==> config.mk <==
export PLATFORM = sky130hd
export DESIGN_NAME = hazard_stall_ctrl
export DESIGN_NICKNAME = d
export VERILOG_FILES = /design/src/rtl/hazard_stall_ctrl.sv
export SDC_FILE = /design/constraint.sdc
export NUM_CORES = 1
export LEC_CHECK = 0
export CORE_MARGIN = 4
export CORE_UTILIZATION = 35
export DETAILED_ROUTE_END_ITERATION = 12
export GPL_TIMING_DRIVEN = 0
export PLACE_DENSITY = 0.65
export SETUP_SLACK_MARGIN = 0.05
export SLEW_MARGIN = 10
export SYNTH_ARGS = -nofsm -noshare
export SYNTH_HDL_FRONTEND = slang
export SYNTH_SLANG_ARGS = --single-unit
==> constraint.sdc <==
create_clock -name clk -period 2.3 [get_ports clk]
set_clock_uncertainty 0.05 [all_clocks]
set_input_delay 0.46 -clock clk [delete_from_list [all_inputs] [get_ports clk]]
set_output_delay 0.46 -clock clk [all_outputs]
set_load 0.1 [all_outputs]
==> src/rtl/hazard_stall_ctrl.sv <==
`default_nettype none
// ============================================================================
// Module      : hazard_stall_ctrl
// Description : Pipeline hazard / stall controller for a 5-stage pipeline.
//               Combines load-use interlock, taken-branch flush and a
//               data-memory wait-state freeze with timeout detection.
// Ports       : clk, rst            - clock, synchronous active-high reset
//               D_Rs/D_Rt/D_UseRs/D_UseRt - decode-stage source operands
//               E_MemRd/E_Rw/E_BrTaken    - execute-stage load/dest/branch
//               M_MemReq/M_MemAck         - memory-stage access handshake
//               PC_Wr/FD_Wr/DE_Wr/EM_Wr   - pipeline register write enables
//               FD_Flush/DE_Flush/MW_Flush - bubble insertion controls
//               StallCnt            - saturating count of stalled cycles
//               MemErr              - sticky memory-timeout flag
// Revision    : 1.0 - initial release
// ============================================================================
module hazard_stall_ctrl (
  input  logic        clk,
  input  logic        rst,
  input  logic [4:0]  D_Rs,
  input  logic [4:0]  D_Rt,
  input  logic        D_UseRs,
  input  logic        D_UseRt,
  input  logic        E_MemRd,
  input  logic [4:0]  E_Rw,
  input  logic        E_BrTaken,
  input  logic        M_MemReq,
  input  logic        M_MemAck,
  output logic        PC_Wr,
  output logic        FD_Wr,
  output logic        DE_Wr,
  output logic        EM_Wr,
  output logic        FD_Flush,
  output logic        DE_Flush,
  output logic        MW_Flush,
  output logic [15:0] StallCnt,
  output logic        MemErr
);

  localparam logic [0:0] ST_RUN     = 1'b0;
  localparam logic [0:0] ST_MEMWAIT = 1'b1;

  localparam logic [7:0]  c_wait_max  = 8'hFF;
  localparam logic [15:0] c_stall_max = 16'hFFFF;

  logic [0:0]  state_q,     state_d;
  logic [7:0]  wait_cnt_q,  wait_cnt_d;
  logic [15:0] stall_cnt_q, stall_cnt_d;
  logic        mem_err_q,   mem_err_d;

  logic w_load_use;
  logic w_freeze;

  // Register 0 is hard-wired zero, so a load targeting it never creates a
  // dependency.
  assign w_load_use = E_MemRd && (E_Rw != 5'd0) &&
                      ((D_UseRs && (E_Rw == D_Rs)) ||
                       (D_UseRt && (E_Rw == D_Rt)));

  // The freeze begins in the very cycle a request goes unacknowledged, and
  // is dropped on the last allowed wait cycle so the pipeline can resume
  // while the timeout is being flagged.
  assign w_freeze = ((state_q == ST_MEMWAIT) && !M_MemAck && (wait_cnt_q != c_wait_max)) ||
                    ((state_q == ST_RUN) && M_MemReq && !M_MemAck);

  // Mealy control outputs, priority: reset, freeze, branch, load-use.
  always_comb begin
    PC_Wr    = 1'b1;
    FD_Wr    = 1'b1;
    DE_Wr    = 1'b1;
    EM_Wr    = 1'b1;
    FD_Flush = 1'b0;
    DE_Flush = 1'b0;
    MW_Flush = 1'b0;
    if (rst) begin
      PC_Wr    = 1'b0;
      FD_Wr    = 1'b0;
      DE_Wr    = 1'b0;
      EM_Wr    = 1'b0;
      FD_Flush = 1'b1;
      DE_Flush = 1'b1;
      MW_Flush = 1'b1;
    end else if (w_freeze) begin
      // Hold every stage; the memory stage drains a bubble into WB.
      PC_Wr    = 1'b0;
      FD_Wr    = 1'b0;
      DE_Wr    = 1'b0;
      EM_Wr    = 1'b0;
      MW_Flush = 1'b1;
    end else if (E_BrTaken) begin
      FD_Flush = 1'b1;
      DE_Flush = 1'b1;
    end else if (w_load_use) begin
      // Hold fetch/decode, let the load advance, insert a bubble into EX.
      PC_Wr    = 1'b0;
      FD_Wr    = 1'b0;
      DE_Flush = 1'b1;
    end
  end

  // Next-state logic for the memory wait FSM and the status registers.
  always_comb begin
    state_d     = state_q;
    wait_cnt_d  = wait_cnt_q;
    mem_err_d   = mem_err_q;
    stall_cnt_d = stall_cnt_q;

    if (state_q == ST_RUN) begin
      if (M_MemReq && !M_MemAck) begin
        state_d    = ST_MEMWAIT;
        wait_cnt_d = 8'd1;
      end
    end else begin
      // M_MemReq is deliberately ignored here: the outstanding access is
      // represented solely by being in this state.
      if (M_MemAck) begin
        state_d    = ST_RUN;
        wait_cnt_d = 8'd0;
      end else if (wait_cnt_q == c_wait_max) begin
        state_d    = ST_RUN;
        wait_cnt_d = 8'd0;
        mem_err_d  = 1'b1;
      end else begin
        wait_cnt_d = wait_cnt_q + 8'd1;
      end
    end

    if (!PC_Wr && (stall_cnt_q != c_stall_max)) begin
      stall_cnt_d = stall_cnt_q + 16'd1;
    end
  end

  always_ff @(posedge clk) begin
    if (rst) begin
      state_q     <= ST_RUN;
      wait_cnt_q  <= 8'd0;
      stall_cnt_q <= 16'd0;
      mem_err_q   <= 1'b0;
    end else begin
      state_q     <= state_d;
      wait_cnt_q  <= wait_cnt_d;
      stall_cnt_q <= stall_cnt_d;
      mem_err_q   <= mem_err_d;
    end
  end

  assign StallCnt = stall_cnt_q;
  assign MemErr   = mem_err_q;

endmodule
`default_nettype wire

==> metrics.md <==
| Metric | Value |
|---|---|
| Initial core utilization | `36.4%` |
| RSZ-0062 raised after global routing | `true` |
| Die Y-Extent | `73.0 µm` |
| Crit path from | `E_Rw[2]` |
| CTS buffer count | `3` |
| Setup WS pre-CTS | `-1.40 ns` |
| Worst hold margin | `0.429 ns` |
| Async SR Flop Fraction | `0%` |
| Row count | `23` |
| Largest area contributor in the netlist | `dfxtp_1` |
| Initial antenna violation count | `0` |
| Clock Latency Late Sink | `0.27 ns` |
| GP Congestion | `0.749` |
| First-pass GRT wire length | `6730 µm` |
| Max clock buf depth | `2` |
| CTS tree | `built` |
| DRT antenna net count | `0` |
| Setup violators final | `1` |
| Outcome | `complete, but fails checks` |
| Final Slew Violations | `0` |
| Mapped Area | `1480 µm²` |
| Main combinational cell family by area after synthesis | `simple AND/OR/NAND/NOR gates` |
| Core area | `4060 µm²` |
| Critical Path Start Type | `primary input` |
| Syn Area/Cell | `8.17 µm²` |
| DR pass1 iterations | `4` |
| Slew margin rel. | `35.9%` |
| Largest net degree at the start of global routing | `15` |
| Vias per cell | `5.28` |
| FMAX | `425 MHz` |
| Syn Inst Count | `181` |
| Vias in the first global route | `1,498` |
| Dpl cells | `276` |
| TNS Setup | `-0.0541 ns` |
| Final period util | `102%` |
| CTS Root Cell | `clkbuf_8` |
| Post-CTS Hold Fix Bufs | `0` |
| Port Buffers | `45` |
| Clk slew on worst S/H paths | `0.09 ns` |
| Fill count | `379` |
| Synth Area in XOR/XNOR | `7.70%` |
| GR Util All Layers | `15.8%` |
| Crit end category | `output pin` |
| Lkg Pwr | `0.942 nW` |
| Arr. time, crit path | `1.84 ns` |
| Post-synth top area share | `35.2%` |
| Top fanout value on the critical path | `3` |
| Hold Crit Class | `flop to flop` |
| Maxcap violations | `0` |
| Layout cells sized above 1 | `23.7%` |
| Crit path kind | `primary input to output pin` |
| Synthesized net count | `206` |
| Final worst path period need | `2.35 ns` |
| Synth Area in Compound Gates | `20.2%` |
| Violated checks | `negative setup slack` |
| Worst-Margin Slew | `0.965 ns` |
| Placed Area | `2050 µm²` |
| Vias | `1,558` |
| Non-filler instance count after layout | `295` |
| Yosys warns | `0` |
| P&R area growth vs syn | `57.8%` |
| Antenna Cells | `0` |
| Congestion Overflow GR | `0` |
| Setup slack after layout | `-0.0541 ns` |
| Cell area after layout | `2330 µm²` |
| Max VDD drop | `0.283 mV` |
| Synth Area in Adders | `1.69%` |
| Final wirelength | `3970 µm` |
| H-tree depth | `1` |
| Sequential fraction of the synthesis area | `35.2%` |
| Post-synth EDFFs | `0` |
| Min-delay src | `MemErr` |
| Die area | `5330 µm²` |
| Simple-Gate Fraction of Synth Area | `29.4%` |
| DRC errors left | `0` |
| Top cells by area, synth | `dfxtp_1, or3_1, xnor2_1` |
| Util after Layout | `57.5%` |
| Pwr Total | `1.10 mW` |
| Nets | `271` |
| Violation count after the first detailed-route iteration | `93` |
| Distinct cell type count after synthesis | `40` |
| CTS Sinks | `26` |
| Post-DP HPWL | `2790 µm` |
| IO Pins | `47` |
| Die width | `73.0 µm` |
| Worst Path Required | `1.79 ns` |
| Top_reg_cell synth | `dfxtp_1` |
| Yosys reg bits | `26` |
| Pwr dens | `470 nW/µm²` |
| FF-to-FF Start | `wait_cnt_q[0]` |
| Final hold viol count | `0` |
| Drt wl/cell | `13.5 µm` |
| Mux contribution to synthesized area | `0.677%` |
-- cell type report --
type	instances	area (µm²)	area share, %
inverters	3	15.0	0.643
multi-input cells	143	1010	43.1
flip-flops and latches	26	527	22.6
plain buffers	9	72.6	3.11
well taps	50	62.6	2.68
repair buffers	60	596	25.5
clock buffers	4	55.1	2.36
-- worst max-delay path: stages --
cell     delay (ns)
buf_8          0.10
or4_4          0.53
o21ai_4        0.18
nor2_4         0.05
a21oi_4        0.22
buf_6          0.13
buf_12         0.16
-- cells in the mapped netlist (3+ instances only) --
library cell,number
nor2_1,17
and3_1,6
nand2_1,11
xnor2_1,10
and2_1,5
nand4_1,8
inv_1,3
a22oi_1,3
xor2_1,3
a21oi_1,17
or3_1,14
dfxtp_1,26
o21ai_0,17
nand3_1,7
clkbuf_1,3
-- placed cells by master (no fill, tap or decap), types with 7 or more instances in the layout --
master,instances
nand3_1,7
xnor2_1,9
o21ai_0,14
nand2_1,11
nor2_1,15
or3_1,14
nand4_1,8
dlygate4sd2_1,25
dfxtp_1,21
a21oi_1,13
buf_4,13
buf_6,8
-- what timing repair did --
action                                  in CTS  in global routing
cloned                                       0                  1
pin swaps                                   23                 16
gates resized for setup                    113                 21
endpoints found under the hold margin        0                  0
setup buffers                               11                  3
endpoints found under the setup margin      39                 11
-- final timing paths --
kind / end / slack (ns) / cells after the start
worst min register to register: MemErr / 0.43 / 2
worst max register to register: StallCnt[7] / 0.15 / 10
worst min-delay path: MemErr / 0.43 / 2
worst max-delay path: PC_Wr / -0.05 / 7
-- power by group --
part | switching [mW] | internal [mW]
Clock | 0.147 | 0.153
Combinational | 0.196 | 0.131
Sequential | 0.0105 | 0.458
-- cells by family (layout without fill, tap and decap cells) --
| group | after synthesis | after routing |
|---|---|---|
| AND/OR/NAND/NOR | 79 | 79 |
| AO/OA/AOI/OAI | 48 | 48 |
| multiplexers | 1 | 1 |
| adder cells (fa/ha/maj) | 2 | 2 |
| XOR/XNOR | 13 | 13 |
| buffers and inverters | 12 | 76 |
| flip-flops | 26 | 26 |
-- flip-flops by register name (all words and copies together), names as in the netlist --
register,cells
MemErr,1
StallCnt,16
state_q,1
wait_cnt_q,8
-- routing by layer --
| metal | vias up | track usage, % | wire length [µm] |
|---|---|---|---|
| li1 | 777 | - | - |
| met1 | 725 | 20.3 | 1760 |
| met2 | 51 | 25.2 | 1840 |
| met3 | 5 | 3.86 | 304 |
| met4 | 0 | 6.35 | 58 |
| met5 | - | 0 | 0 |
(Power assumes the default switching activity.)
